<file path="config.mk">
export PLATFORM = sky130hd
export DESIGN_NAME = uart_cmd_ctrl
export DESIGN_NICKNAME = d
export VERILOG_FILES = /design/src/rtl/uart_cmd_pkg.sv /design/src/rtl/uart_cmd_timeout.sv /design/src/rtl/uart_cmd_ctrl.sv
export SDC_FILE = /design/constraint.sdc
export NUM_CORES = 1
export LEC_CHECK = 0
export CAP_MARGIN = 20
export CORE_ASPECT_RATIO = 1.1
export CORE_MARGIN = 2
export CORE_UTILIZATION = 35
export CTS_CLUSTER_SIZE = 30
export DETAILED_ROUTE_END_ITERATION = 10
export GPL_TIMING_DRIVEN = 0
export SLEW_MARGIN = 20
export SYNTH_ARGS = -nofsm -noshare
export SYNTH_HDL_FRONTEND = slang
export SYNTH_SLANG_ARGS = --single-unit
</file>
<file path="constraint.sdc">
create_clock -name clk -period 5.3 [get_ports clk]
set_input_delay 1.06 -clock clk [delete_from_list [all_inputs] [get_ports clk]]
set_output_delay 1.06 -clock clk [all_outputs]
set_load 0.1 [all_outputs]
</file>
<file path="src/rtl/uart_cmd_pkg.sv">
// Shared constants for the UART command controller: FSM states, opcodes, error codes,
// ASCII bytes and display codes, plus the small helpers used to decode bytes.
package uart_cmd_pkg;

    localparam logic [2:0] ST_IDLE    = 3'd0;
    localparam logic [2:0] ST_ARG     = 3'd1;
    localparam logic [2:0] ST_EOL     = 3'd2;
    localparam logic [2:0] ST_EXEC    = 3'd3;
    localparam logic [2:0] ST_DISCARD = 3'd4;

    localparam logic [1:0] OP_NONE = 2'd0;
    localparam logic [1:0] OP_SET  = 2'd1;
    localparam logic [1:0] OP_INC  = 2'd2;
    localparam logic [1:0] OP_CLR  = 2'd3;

    localparam logic [1:0] ERR_NONE    = 2'd0;
    localparam logic [1:0] ERR_COMM    = 2'd1;
    localparam logic [1:0] ERR_PARSE   = 2'd2;
    localparam logic [1:0] ERR_TIMEOUT = 2'd3;

    localparam logic [7:0] CH_S  = 8'h53;
    localparam logic [7:0] CH_I  = 8'h49;
    localparam logic [7:0] CH_C  = 8'h43;
    localparam logic [7:0] CH_0  = 8'h30;
    localparam logic [7:0] CH_9  = 8'h39;
    localparam logic [7:0] CH_LF = 8'h0A;
    localparam logic [7:0] CH_CR = 8'h0D;

    localparam logic [3:0] DISP_COMM = 4'd14;
    localparam logic [3:0] DISP_FAIL = 4'd15;

    function automatic logic is_term(input logic [7:0] b);
        return (b == CH_LF) || (b == CH_CR);
    endfunction

    function automatic logic is_digit(input logic [7:0] b);
        return (b >= CH_0) && (b <= CH_9);
    endfunction

    // Result of executing op on the current value; stays within 0-9.
    function automatic logic [3:0] exec_value(input logic [1:0] op, input logic [3:0] arg,
                                              input logic [3:0] cur);
        logic [3:0] nxt;
        nxt = cur;
        case (op)
            OP_SET:  nxt = arg;
            OP_INC:  nxt = (cur >= 4'd9) ? 4'd0 : cur + 4'd1;
            OP_CLR:  nxt = 4'd0;
            default: nxt = cur;
        endcase
        return nxt;
    endfunction

endpackage

</file>
<file path="src/rtl/uart_cmd_timeout.sv">
// Inter-byte timeout for a partial command frame; only built with UART_CMD_TIMEOUT_EN.
// Down-counter reloaded by every received byte, expires at terminal count while armed.
`ifdef UART_CMD_TIMEOUT_EN
module uart_cmd_timeout #(
    parameter int TIMEOUT_CYCLES = 12_000_000
) (
    input  logic clk,
    input  logic rst,
    input  logic clear,
    input  logic count_en,
    output logic expire
);
    localparam int CNT_W = $clog2(TIMEOUT_CYCLES);
    localparam logic [CNT_W-1:0] CNT_LOAD = CNT_W'(TIMEOUT_CYCLES - 1);

    logic [CNT_W-1:0] cnt;

    assign expire = count_en && (cnt == '0);

    always_ff @(posedge clk) begin
        if (rst || clear || !count_en || expire) begin
            cnt <= CNT_LOAD;
        end else begin
            cnt <= cnt - 1'b1;
        end
    end
endmodule
`endif

</file>
<file path="src/rtl/uart_cmd_ctrl.sv">
// Frames the uart_rx byte stream into S<d>/I/C commands and drives the value/LED display.
// Optional inter-byte timeout is enabled with the UART_CMD_TIMEOUT_EN macro.
//
// state   | meaning
// IDLE    | waiting for a command letter
// ARG     | 'S' seen, waiting for a digit
// EOL     | command complete, waiting for LF/CR
// EXEC    | one-cycle command strobe, value updates on exit
// DISCARD | bad frame, dropping bytes until LF/CR then reporting pend_err
module uart_cmd_ctrl
    import uart_cmd_pkg::*;
#(
    parameter int TIMEOUT_CYCLES = 12_000_000
) (
    input  logic       clk,
    input  logic       rst,
    input  logic [7:0] rx_data,
    input  logic       rx_valid,
    input  logic       rx_err,
    output logic       cmd_valid,
    output logic [1:0] cmd_op,
    output logic [3:0] cmd_arg,
    output logic       err_valid,
    output logic [1:0] err_code,
    output logic [3:0] value,
    output logic [3:0] disp_code,
    output logic       busy,
    output logic [3:0] led_res
);
    if (TIMEOUT_CYCLES < 2) begin : g_cfg_chk
        $error("uart_cmd_ctrl: TIMEOUT_CYCLES must be at least 2");
    end

    logic [2:0] state;
    logic [1:0] op_q;
    logic [3:0] arg_q;
    logic [1:0] pend_err;
    logic       tmo_expire;

    assign busy      = (state == ST_ARG) || (state == ST_EOL) || (state == ST_DISCARD);
    assign cmd_valid = (state == ST_EXEC);
    assign cmd_op    = cmd_valid ? op_q : OP_NONE;
    assign cmd_arg   = (cmd_valid && op_q == OP_SET) ? arg_q : 4'd0;
    assign led_res   = ~disp_code;

`ifdef UART_CMD_TIMEOUT_EN
    uart_cmd_timeout #(
        .TIMEOUT_CYCLES(TIMEOUT_CYCLES)
    ) u_timeout (
        .clk     (clk),
        .rst     (rst),
        .clear   (rx_valid),
        .count_en(busy),
        .expire  (tmo_expire)
    );
`else
    assign tmo_expire = 1'b0;
`endif

    always_ff @(posedge clk) begin
        if (rst) begin
            state     <= ST_IDLE;
            op_q      <= OP_NONE;
            arg_q     <= 4'd0;
            pend_err  <= ERR_NONE;
            err_valid <= 1'b0;
            err_code  <= ERR_NONE;
            value     <= 4'd0;
            disp_code <= 4'd0;
        end else begin
            err_valid <= 1'b0;

            // The strobe cycle commits the result; a byte arriving now is parsed as in IDLE.
            if (state == ST_EXEC) begin
                value     <= exec_value(op_q, arg_q, value);
                disp_code <= exec_value(op_q, arg_q, value);
                err_code  <= ERR_NONE;
            end

            if (rx_err) begin
                state    <= ST_DISCARD;
                pend_err <= ERR_COMM;
            end else if (rx_valid) begin
                case (state)
                    ST_IDLE, ST_EXEC: begin
                        if (rx_data == CH_S) begin
                            state <= ST_ARG;
                            op_q  <= OP_SET;
                            arg_q <= 4'd0;
                        end else if (rx_data == CH_I) begin
                            state <= ST_EOL;
                            op_q  <= OP_INC;
                            arg_q <= 4'd0;
                        end else if (rx_data == CH_C) begin
                            state <= ST_EOL;
                            op_q  <= OP_CLR;
                            arg_q <= 4'd0;
                        end else if (is_term(rx_data)) begin
                            state <= ST_IDLE;
                        end else begin
                            state    <= ST_DISCARD;
                            pend_err <= ERR_PARSE;
                        end
                    end
                    ST_ARG: begin
                        if (is_digit(rx_data)) begin
                            state <= ST_EOL;
                            arg_q <= rx_data[3:0];
                        end else if (is_term(rx_data)) begin
                            state     <= ST_IDLE;
                            err_valid <= 1'b1;
                            err_code  <= ERR_PARSE;
                            disp_code <= DISP_FAIL;
                        end else begin
                            state    <= ST_DISCARD;
                            pend_err <= ERR_PARSE;
                        end
                    end
                    ST_EOL: begin
                        if (is_term(rx_data)) begin
                            state <= ST_EXEC;
                        end else begin
                            state    <= ST_DISCARD;
                            pend_err <= ERR_PARSE;
                        end
                    end
                    ST_DISCARD: begin
                        if (is_term(rx_data)) begin
                            state     <= ST_IDLE;
                            err_valid <= 1'b1;
                            err_code  <= pend_err;
                            disp_code <= (pend_err == ERR_COMM) ? DISP_COMM : DISP_FAIL;
                        end
                    end
                    default: state <= ST_IDLE;
                endcase
            end else if (tmo_expire) begin
                state     <= ST_IDLE;
                err_valid <= 1'b1;
                err_code  <= ERR_TIMEOUT;
                disp_code <= DISP_FAIL;
            end else if (state == ST_EXEC) begin
                state <= ST_IDLE;
            end
        end
    end
endmodule

</file>
==> flow_summary.toml <==
[status]
status = "completed"

[global_route]
grt_overflow = 0
antenna_found_initial = 0
grt_first_pass_wirelength_um = 6220
grt_max_degree = 14
grt.total_usage_pct = 15.9
first_global_vias = 1307

[timing]
worst_pin_slew_ns = 0.969
period_share_pct = 71.3
hold_viol = 0
hold_slack_ns = 0.479
rsz0062_at_grt = "no"
finalSetupTns_ns = 0
fmax_mhz = 265
final_max_slew_viol_count = 0
min_period_ns = 3.78
clock_skew_ns = 0.00617
setup_viol = 0
slew-limit-headroom_pct = 35.2

[placed_design]
placed_area_um2 = 1990
dp_hpwl_um = 2910
gp_congestion = 0.785
port_buffers = 32

[logic_synthesis]
synth_area_leaders = "dfxtp_1 28%, mux2i_1 4.4%, nand2_1 4.0%"
syn_nets = 195
synthTopCellsByCount = "22 x dfxtp_1, 17 x nand2_1, 12 x inv_1, 12 x nor2_1, 11 x o21ai_0"
ys_seq_elements = 22
synth_flop_cell = "dfxtp_1"
synth_top_area_share_pct = 27.6
syn_avg_cell_area_um2 = 8.88
synth_edf_count = 0
yosysTopAreaCell = "dfxtp_1"
async_flop_share_pct = 0
yosys_warnings = 0
yosysUniqueCellTypes = 60
syn_area_um2 = 1600
synth_most_common_cell = "dfxtp_1"
yosysSeqAreaShare_pct = 27.6
syn-instance-count = 180

[clock_tree]
clock-sinks = 22
cts_buffers = 3
clk_latency_ns = 0.26
cts_hold_buf = 0
tritoncts = "yes"
cts_resized = 0
clock_tree.buffer_depth = 2
post_cts_buffers = 0
root_buffer = "clkbuf_8"
h-tree-depth = 1
cts.reportedPaths.clkPinSlew_ns = 0.09

[worst_hold_path]
hold_path.class = "reg -> reg"

[final_layout]
n_antenna_cell = 0
fill_cells = 457
nNetsFinal = 232
area_growth_pct = 28.7
drive_gt1_share_pct = 14.4
final_area_um2 = 2060

[drt]
drt-total-wl_um = 3730
via_count = 1421
avgRoutedWirePerCell_um = 13.8
postRouteAntennaNets = 0
drt_iter0_markers = 64
drc = 0
firstDrtPassIters = 4
vias_per_cell = 5.26

[power]
power_leakage_nw = 0.713
power_density_nw_per_um2 = 191
peakVddDrop_uv = 146

[worst_setup_path]
crit_fanout = 10
end_kind = "output port"
crit_required_ns = 4.24
critPathArrivalTime_ns = 2.72
max_stage_delay_ns = 1.12
path_cells = "clkbuf_8 > nand3b_2 > nor3_1 > and2_1 > clkdlybuf4s50_1"
cp-start-kind = "flip-flop"
path_class = "reg -> out"
worst_path_max_delay_cell = "clkdlybuf4s50_1"

[floorplanning]
fp.coreArea_um2 = 4350
row_count = 25
dieArea_um2 = 5120
initial_core_util_pct = 36.7
ioPinCount = 35
die_h_um = 74.9
die_x_um = 68.4

[job]
drv_cap = 0
[routing by layer]
metal | wire length, um | vias up | share of wire, % | GRT usage (%)
met5 | 0 | - | 0 | 0
met4 | 24 | 0 | 0.64 | 4.00
met3 | 168 | 2 | 4.5 | 2.24
met2 | 1800 | 26 | 48 | 26.9
met1 | 1740 | 661 | 47 | 21.0
li1 | - | 732 | - | -
[metrics by stage]
stage / setup slack, ns / instances / utilization (%) / power [W]
6_report: 1.52 / 270 / 47.3 / 0.000393
5_1_grt: 1.40 / 270 / 47.3 / 0.000408
3_5_place_dp: 1.80 / 266 / 45.7 / 0.000239
2_1_floorplan: 1.55 / 180 / - / 0.000218
4_1_cts: 1.51 / 270 / 47.3 / 0.000397
3_3_place_gp: 1.81 / 266 / 45.7 / 0.000240
[final cells by class]
type | instances | area (um2) | area share, %
Buffer | 9 | 76.3 | 3.71
Clock buffer | 3 | 41.3 | 2.01
Clock inverter | 1 | 30.0 | 1.46
Inverter | 13 | 48.8 | 2.37
Multi-Input combinational cell | 136 | 1030 | 50.2
Sequential cell | 22 | 440 | 21.4
Tap cell | 54 | 67.6 | 3.28
Timing Repair Buffer | 32 | 320 | 15.6
[cells by family after synthesis]
| kind of cell | after synthesis | share of synthesized area (%) |
|---|---|---|
| buffers and inverters | 22 | 7.83 |
| AO/OA/AOI/OAI | 51 | 26.6 |
| AND/OR/NAND/NOR | 72 | 29.1 |
| XOR/XNOR | 3 | 2.11 |
| flip-flops | 22 | 27.6 |
| adder cells (fa/ha/maj) | 3 | 2.35 |
| multiplexers | 7 | 4.39 |
[power breakdown]
part           switching (W)  internal (W)
clock              0.0000576      0.000101
combinational      0.0000392     0.0000268
sequential        0.00000165      0.000167
total              0.0000985      0.000295
[flip-flops by register name, summed over array words and instances (netlist names)]
register / count
err_valid: 1
op_q: 2
state: 3
arg_q: 4
value: 4
disp_code: 4
pend_err: 2
err_code: 2
[cells in the final DEF, fill, tap and decap left out, types with 2 or more instances in the layout]
| cell type | Yosys | layout |
|---|---|---|
| clkdlybuf4s50_1 | 0 | 32 |
| dfxtp_1 | 22 | 22 |
| nand2_1 | 17 | 17 |
| inv_1 | 12 | 12 |
| nor2_1 | 12 | 12 |
| o21ai_0 | 11 | 11 |
| mux2i_1 | 7 | 7 |
| clkbuf_8 | 3 | 6 |
| o211ai_1 | 6 | 6 |
| a21oi_1 | 6 | 6 |
| nor3_1 | 5 | 5 |
| and2_1 | 5 | 5 |
| a211oi_1 | 5 | 5 |
| nor3b_1 | 4 | 4 |
| nor2b_1 | 4 | 4 |
| clkbuf_1 | 3 | 3 |
| or3b_2 | 3 | 3 |
| nand2b_1 | 3 | 3 |
| ha_1 | 3 | 3 |
| xnor2_1 | 2 | 2 |
| or3b_4 | 2 | 2 |
| and3b_1 | 2 | 2 |
| o31ai_1 | 2 | 2 |
| o211a_1 | 2 | 2 |
| nand4b_1 | 2 | 2 |
| a31oi_1 | 2 | 2 |
[critical path, delay by kind of cell (launching register included)]
family | cells | cell delay (ns)
buffers and inverters | 2 | 1.28
and+or+nand+nor | 3 | 0.84
DFF | 1 | 0.33
[worst paths after layout]
| path | from | end | slack, ns | depth (start not counted) |
|---|---|---|---|---|
| worst min register to register | err_code[1] | err_code[1] | 0.48 | 2 |
| worst min-delay path | err_code[1] | err_code[1] | 0.48 | 2 |
| worst max register to register | state[2] | state[1] | 3.44 | 6 |
| worst max-delay path | state[2] | cmd_arg[1] | 1.52 | 5 |
(Power assumes the default switching activity.)
